### src/rtl/mips_pkg.sv
// mips_pkg -- shared pipeline definitions for the MIPS hazard unit.
//   fwd_e    : Execute operand source select (register file / WB / MEM).
//   stage_t  : shadow pipeline entry {RegWrite, MemtoReg, WriteReg, Rs, Rt}.
//   STAGE_W  : width of one stage entry.
//   CNT_MAX  : saturation value of the load-use stall counter.
package mips_pkg;

  typedef enum logic [1:0] {
    FWD_RF  = 2'b00,
    FWD_WB  = 2'b01,
    FWD_MEM = 2'b10
  } fwd_e;

  typedef struct packed {
    logic       reg_write;
    logic       mem_to_reg;
    logic [4:0] write_reg;
    logic [4:0] rs;
    logic [4:0] rt;
  } stage_t;

  localparam int STAGE_W = $bits(stage_t);
  localparam logic [15:0] CNT_MAX = 16'hFFFF;

endpackage

### src/rtl/hazard_ctrl_fwd_sel.sv
// fwd_sel -- picks the Execute-stage source for one operand.
//   src : source register number held in the E entry
//   mem : Memory-stage shadow entry
//   wb  : Writeback-stage shadow entry
//   fwd : FWD_MEM / FWD_WB / FWD_RF
// The Memory stage holds the younger producer, so it is checked first.
module fwd_sel
  import mips_pkg::*;
(
  input  logic [4:0] src,
  input  stage_t     mem,
  input  stage_t     wb,
  output logic [1:0] fwd
);

  logic mem_hit, wb_hit;

  // $0 is hard-wired zero: a write to it is never a real producer.
  assign mem_hit = mem.reg_write && (mem.write_reg != 5'd0) && (mem.write_reg == src);
  assign wb_hit  = wb.reg_write  && (wb.write_reg  != 5'd0) && (wb.write_reg  == src);

  always_comb begin
    fwd = FWD_RF;
    if (mem_hit)     fwd = FWD_MEM;
    else if (wb_hit) fwd = FWD_WB;
  end

  // Only the producer fields of M/W matter for forwarding.
  logic unused_bits;
  assign unused_bits = ^{mem.mem_to_reg, mem.rs, mem.rt, wb.mem_to_reg, wb.rs, wb.rt};

endmodule

### src/rtl/hazard_ctrl.sv
// hazard_ctrl -- load-use stall, jump flush and operand forwarding control
// for a 5-stage MIPS pipeline. Keeps its own shadow of the E/M/W stages.
//   i_Clk, Reset                  : clock, synchronous active-high reset
//   i_RsD/i_RtD, i_UsesRsD/RtD     : Decode sources and whether they are read
//   i_RegWriteD, i_MemtoRegD,
//   i_WriteRegD                   : Decode destination info (post RegDst)
//   i_JumpD                       : taken jump/branch resolved in Decode
//   o_StallF/o_StallD             : hold PC and F/D register
//   o_FlushD/o_FlushE             : clear F/D register / D/E register
//   o_FwdAE/o_FwdBE               : Execute operand source select
//   o_StallCnt                    : saturating count of load-use stall cycles
module hazard_ctrl
  import mips_pkg::*;
(
  input  logic        i_Clk,
  input  logic        Reset,
  input  logic [4:0]  i_RsD,
  input  logic [4:0]  i_RtD,
  input  logic        i_UsesRsD,
  input  logic        i_UsesRtD,
  input  logic        i_RegWriteD,
  input  logic        i_MemtoRegD,
  input  logic [4:0]  i_WriteRegD,
  input  logic        i_JumpD,
  output logic        o_StallF,
  output logic        o_StallD,
  output logic        o_FlushD,
  output logic        o_FlushE,
  output logic [1:0]  o_FwdAE,
  output logic [1:0]  o_FwdBE,
  output logic [15:0] o_StallCnt
);

  localparam int NUM_OPS = 2;

  stage_t      stg_e, stg_m, stg_w;
  stage_t      dec;
  logic        lu;
  logic [15:0] stall_cnt;

  assign dec = '{reg_write:  i_RegWriteD,
                 mem_to_reg: i_MemtoRegD,
                 write_reg:  i_WriteRegD,
                 rs:         i_RsD,
                 rt:         i_RtD};

  // Load in E whose result a Decode source needs: one bubble is enough since
  // the load reaches M next cycle and becomes forwardable from WB after that.
  assign lu = stg_e.mem_to_reg && (stg_e.write_reg != 5'd0) &&
              ((i_UsesRsD && (i_RsD == stg_e.write_reg)) ||
               (i_UsesRtD && (i_RtD == stg_e.write_reg)));

  assign o_StallF   = lu;
  assign o_StallD   = lu;
  assign o_FlushE   = lu;
  // Stall wins over a jump; the held jump is seen again next cycle.
  assign o_FlushD   = i_JumpD && !lu;
  assign o_StallCnt = stall_cnt;

  always_ff @(posedge i_Clk) begin
    if (Reset) begin
      stg_e     <= '0;
      stg_m     <= '0;
      stg_w     <= '0;
      stall_cnt <= '0;
    end else begin
      stg_w <= stg_m;
      stg_m <= stg_e;
      stg_e <= lu ? stage_t'('0) : dec;
      if (lu && stall_cnt != CNT_MAX) stall_cnt <= stall_cnt + 16'd1;
    end
  end

  // Forwarding uses registered state only: operand 0 = Rs (A), 1 = Rt (B).
  logic [NUM_OPS-1:0][4:0] op_src;
  logic [NUM_OPS-1:0][1:0] op_fwd;

  assign op_src[0] = stg_e.rs;
  assign op_src[1] = stg_e.rt;

  genvar g;
  generate
    for (g = 0; g < NUM_OPS; g++) begin : g_op
      fwd_sel u_fwd (
        .src (op_src[g]),
        .mem (stg_m),
        .wb  (stg_w),
        .fwd (op_fwd[g])
      );
    end
  endgenerate

  assign o_FwdAE = op_fwd[0];
  assign o_FwdBE = op_fwd[1];

endmodule
### config.mk
export PLATFORM = sky130hd
export DESIGN_NAME = hazard_ctrl
export DESIGN_NICKNAME = d
export VERILOG_FILES = /design/src/rtl/mips_pkg.sv /design/src/rtl/hazard_ctrl_fwd_sel.sv /design/src/rtl/hazard_ctrl.sv
export SDC_FILE = /design/constraint.sdc
export NUM_CORES = 1
export LEC_CHECK = 0
export ABC_AREA = 1
export CELL_PAD_IN_SITES_DETAIL_PLACEMENT = 1
export CELL_PAD_IN_SITES_GLOBAL_PLACEMENT = 1
export CORE_ASPECT_RATIO = 1.25
export CORE_MARGIN = 5
export CORE_UTILIZATION = 36
export DETAILED_ROUTE_END_ITERATION = 10
export PLACE_DENSITY = 0.76
export REMOVE_ABC_BUFFERS = 1
export SYNTH_ARGS = -nofsm -noshare
export SYNTH_HDL_FRONTEND = slang
export SYNTH_SLANG_ARGS = --single-unit
### constraint.sdc
create_clock -name i_Clk -period 1.84 [get_ports i_Clk]
set_input_delay 0.184 -clock i_Clk [delete_from_list [all_inputs] [get_ports i_Clk]]
set_output_delay 0.184 -clock i_Clk [all_outputs]
set_load 0.01 [all_outputs]
==> results.yml <==
status:
  outcome: "finished, final reports clean"
hold_path:
  hold_class: "primary input to register"
  hp-start: "i_RsD[4]"
yosys:
  ys_ff_latch: 45
  synth_cells: 360
  yosys_warnings: 0
  syn_avg_cell_area_um2: 6.68
  synthesis.area_um2: 2410
  ys_seq_area_frac: 0.374
  synth_top_cell_by_area: "dfxtp_1"
  synth_area_leaders: "dfxtp_1 37%, nand2_1 12%, nor2_1 12%"
  synth_top_area_share: 0.374
  synth.distinct_cells: 25
placement:
  post_dp_cell_area_um2: 3010
  portBuffers: 45
  globalplace.congestion: 0.828
  dp_hpwl_um: 4870
clock_tree:
  clkLatencyLatePin_ns: 0.31
  cts_buffers: 5
  htree_levels: 2
  postCtsHoldBufs: 0
  path_clk_slew_ns: 0.09
  cts_tree: "done"
  clockRootBuffer: "clkbuf_8"
  cts_sinks: 45
  clockBufferDepth: 2
worst_setup_path:
  crit_cells: 10
  cp.required_ns: 1.66
  cpMaxStageDelayCell: "dfxtp_4"
  cp_max_fo: 4
  cp-endpoint: "o_FlushD"
  reg2regPathDepth: 10
  worst-path-buf-inv: 3
  path_class: "register to output pin"
  start_kind: "register"
  r2r_slack_ns: 0.16
  reg2reg_to: "o_StallCnt[1]"
  endpoint_kind: "output pin"
  critPathLaunch: "stg_e[14]"
  cpLargestDelayFamily: "simple AND/OR/NAND/NOR gates"
  cp_data_arrival_time_ns: 1.61
  rr_startpoint: "o_StallCnt[0]"
  path_cells: "inv_2 > nand2_1 > nand2_1 > nor2_1 > nand3_1 > nand2_4 > nand2_2 > inv_2 > nor2_1 > dlygate4sd2_1"
  crit_path_max_incr_delay_ns: 0.38
sta:
  slew_headroom: 0.715
  period_share: 0.973
  max_freq_mhz: 558
  period_minus_slack_ns: 1.79
  finalMaxSlewViolations: 0
  skew_ns: 0.00802
  tightest_slew_ns: 0.427
  setup_viol: 0
  rsz0062_at_grt: "yes"
  hold_viol: 0
routing:
  avgViaCountPerCell: 4.59
  drc_errors: 0
  routed_wl_um: 6330
  antenna_left: 0
  first_iter_violations: 57
  wl_per_cell_um: 12.5
  vias: 2317
  drt_first_pass_iters: 4
cells_and_area:
  drive_above_1_share: 0.165
  syn2layout_area_growth_pct: 31.5
  fin_area_um2: 3160
  antenna_cells: 0
  fin_nets: 440
  final_core_util: 0.485
flow_run:
  cap_violations: 0
die:
  die_area_um2: 8430
  io_pins: 46
  core_um2: 6520
  fp.dieW_um: 83.1
  start_util: 0.369
  dieHeight_um: 101
  rows: 33
power_and_ir_drop:
  p_leak_nw: 1.50
  powerDensity_nw_per_um2: 616
  ir_drop_uv: 403
global_route:
  antenna_found_initial: 0
  grt_max_degree: 27
  grt_pass1_vias: 2412
  track_usage: 0.156
  overflow: 0
  grt_first_pass_wirelength_um: 10800
[routing by layer]
| metal | GRT usage | share of wire | vias to the layer above | routed length [µm] |
|---|---|---|---|---|
| met5 | 0 | 0 | - | 0 |
| met4 | 0.0629 | 0.020 | 0 | 128 |
| met3 | 0.0309 | 0.028 | 7 | 177 |
| met2 | 0.282 | 0.50 | 32 | 3180 |
| met1 | 0.180 | 0.45 | 1085 | 2850 |
| li1 | - | - | 1193 | - |
[worst reg2reg max path: stages, from the launching register on]
cell and delay (ns):
dfxtp_1 0.39, ha_1 0.21, nand2_1 0.11, nor2_2 0.21
nand3_4 0.14, nor2_8 0.18, inv_2 0.06, nand3_2 0.12
nand2_1 0.07, nand2_1 0.06, nor2_1 0.04
[power breakdown]
group          total [mW]  leakage (nW)  internal [mW]  switching [mW]
combinational       0.254          1.08          0.122           0.132
sequential           1.04         0.372           1.01          0.0298
clock               0.658        0.0447          0.275           0.384
[flip-flops by register name (all words and copies together), names as in the netlist]
register,cells
o_StallCnt,16
op_src,10
stg_e,7
stg_m,6
stg_w,6
[how the worst min path moves through the flow]
| stage | to | cells past startpoint | slack, ns |
|---|---|---|---|
| after global routing | op_src[4] | 4 | 0.31 |
| final | op_src[4] | 4 | 0.27 |
| after CTS | stg_e[14] | 3 | 0.38 |
| after global placement | stg_m[16] | 2 | 0.40 |
| after detailed placement | stg_m[16] | 2 | 0.41 |
| after floorplan | stg_m[16] | 1 | 0.26 |
[per-stage QoR]
step / total power [mW] / worst slack (ns) / hold slack [ns] / instances / TNS, ns
2_1_floorplan: 1.17 / 0.293 / 0.255 / 349 / 0
3_3_place_gp: 1.29 / -0.189 / 0.402 / 497 / -0.996
3_5_place_dp: 1.30 / -0.211 / 0.406 / 497 / -1.23
4_1_cts: 1.96 / -0.00113 / 0.377 / 505 / -0.00113
5_1_grt: 2.04 / -0.0744 / 0.314 / 505 / -0.138
6_report: 1.95 / 0.0493 / 0.265 / 505 / 0
[placed cells by master, fill, tap and decap left out, types with 2 or more instances in the layout]
cell type        instances
o21ai_2                  2
clkdlybuf4s50_1         36
o21ai_0                  2
dfxtp_2                  9
nand2_4                  2
nand2_1                 79
xnor2_1                  9
buf_4                   16
inv_1                   61
nor3_1                   2
nand3_1                 15
nand3_2                  7
xor2_1                  10
xnor2_2                  2
clkbuf_8                 5
dfxtp_1                 35
nand4_1                 18
nor2_1                  74
inv_2                    8
dlygate4sd2_1            4
nor2_2                   5
[timing repair]
item | 4_1_cts | 5_1_grt
setup buffers | 0 | 0
resized for setup | 23 | 20
pin swaps | 3 | 3
setup endpoints to repair | 8 | 9
[synthesized netlist by cell type, drive strengths merged]
cell	count
nand2	82
nor2	80
inv	69
dfxtp	45
nand3	23
nand4	18
xnor2	11
xor2	10
buf	9
o21ai	4
nor3	3
clkbuf	2
nor4	2
a21oi	1
ha	1
[logic make-up after synthesis]
group / after synthesis / synth area share
and+or+nand+nor: 208 / 0.394
buffers and inverters: 80 / 0.140
AOI/OAI and AO/OA: 5 / 0.0104
adders and majority gates: 1 / 0.00520
DFF: 45 / 0.374
xor gates and xnor gates: 21 / 0.0764
[layout make-up]
class	instances	area [µm²]
clock buffers	5	68.8
fillers	886	3360
multi-input cells	235	1230
well taps	87	109
repair buffers	61	559
clock inverters	3	25.0
inverters	69	259
flip-flops and latches	45	916
No activity file was read; power rests on OpenSTA's default activity.
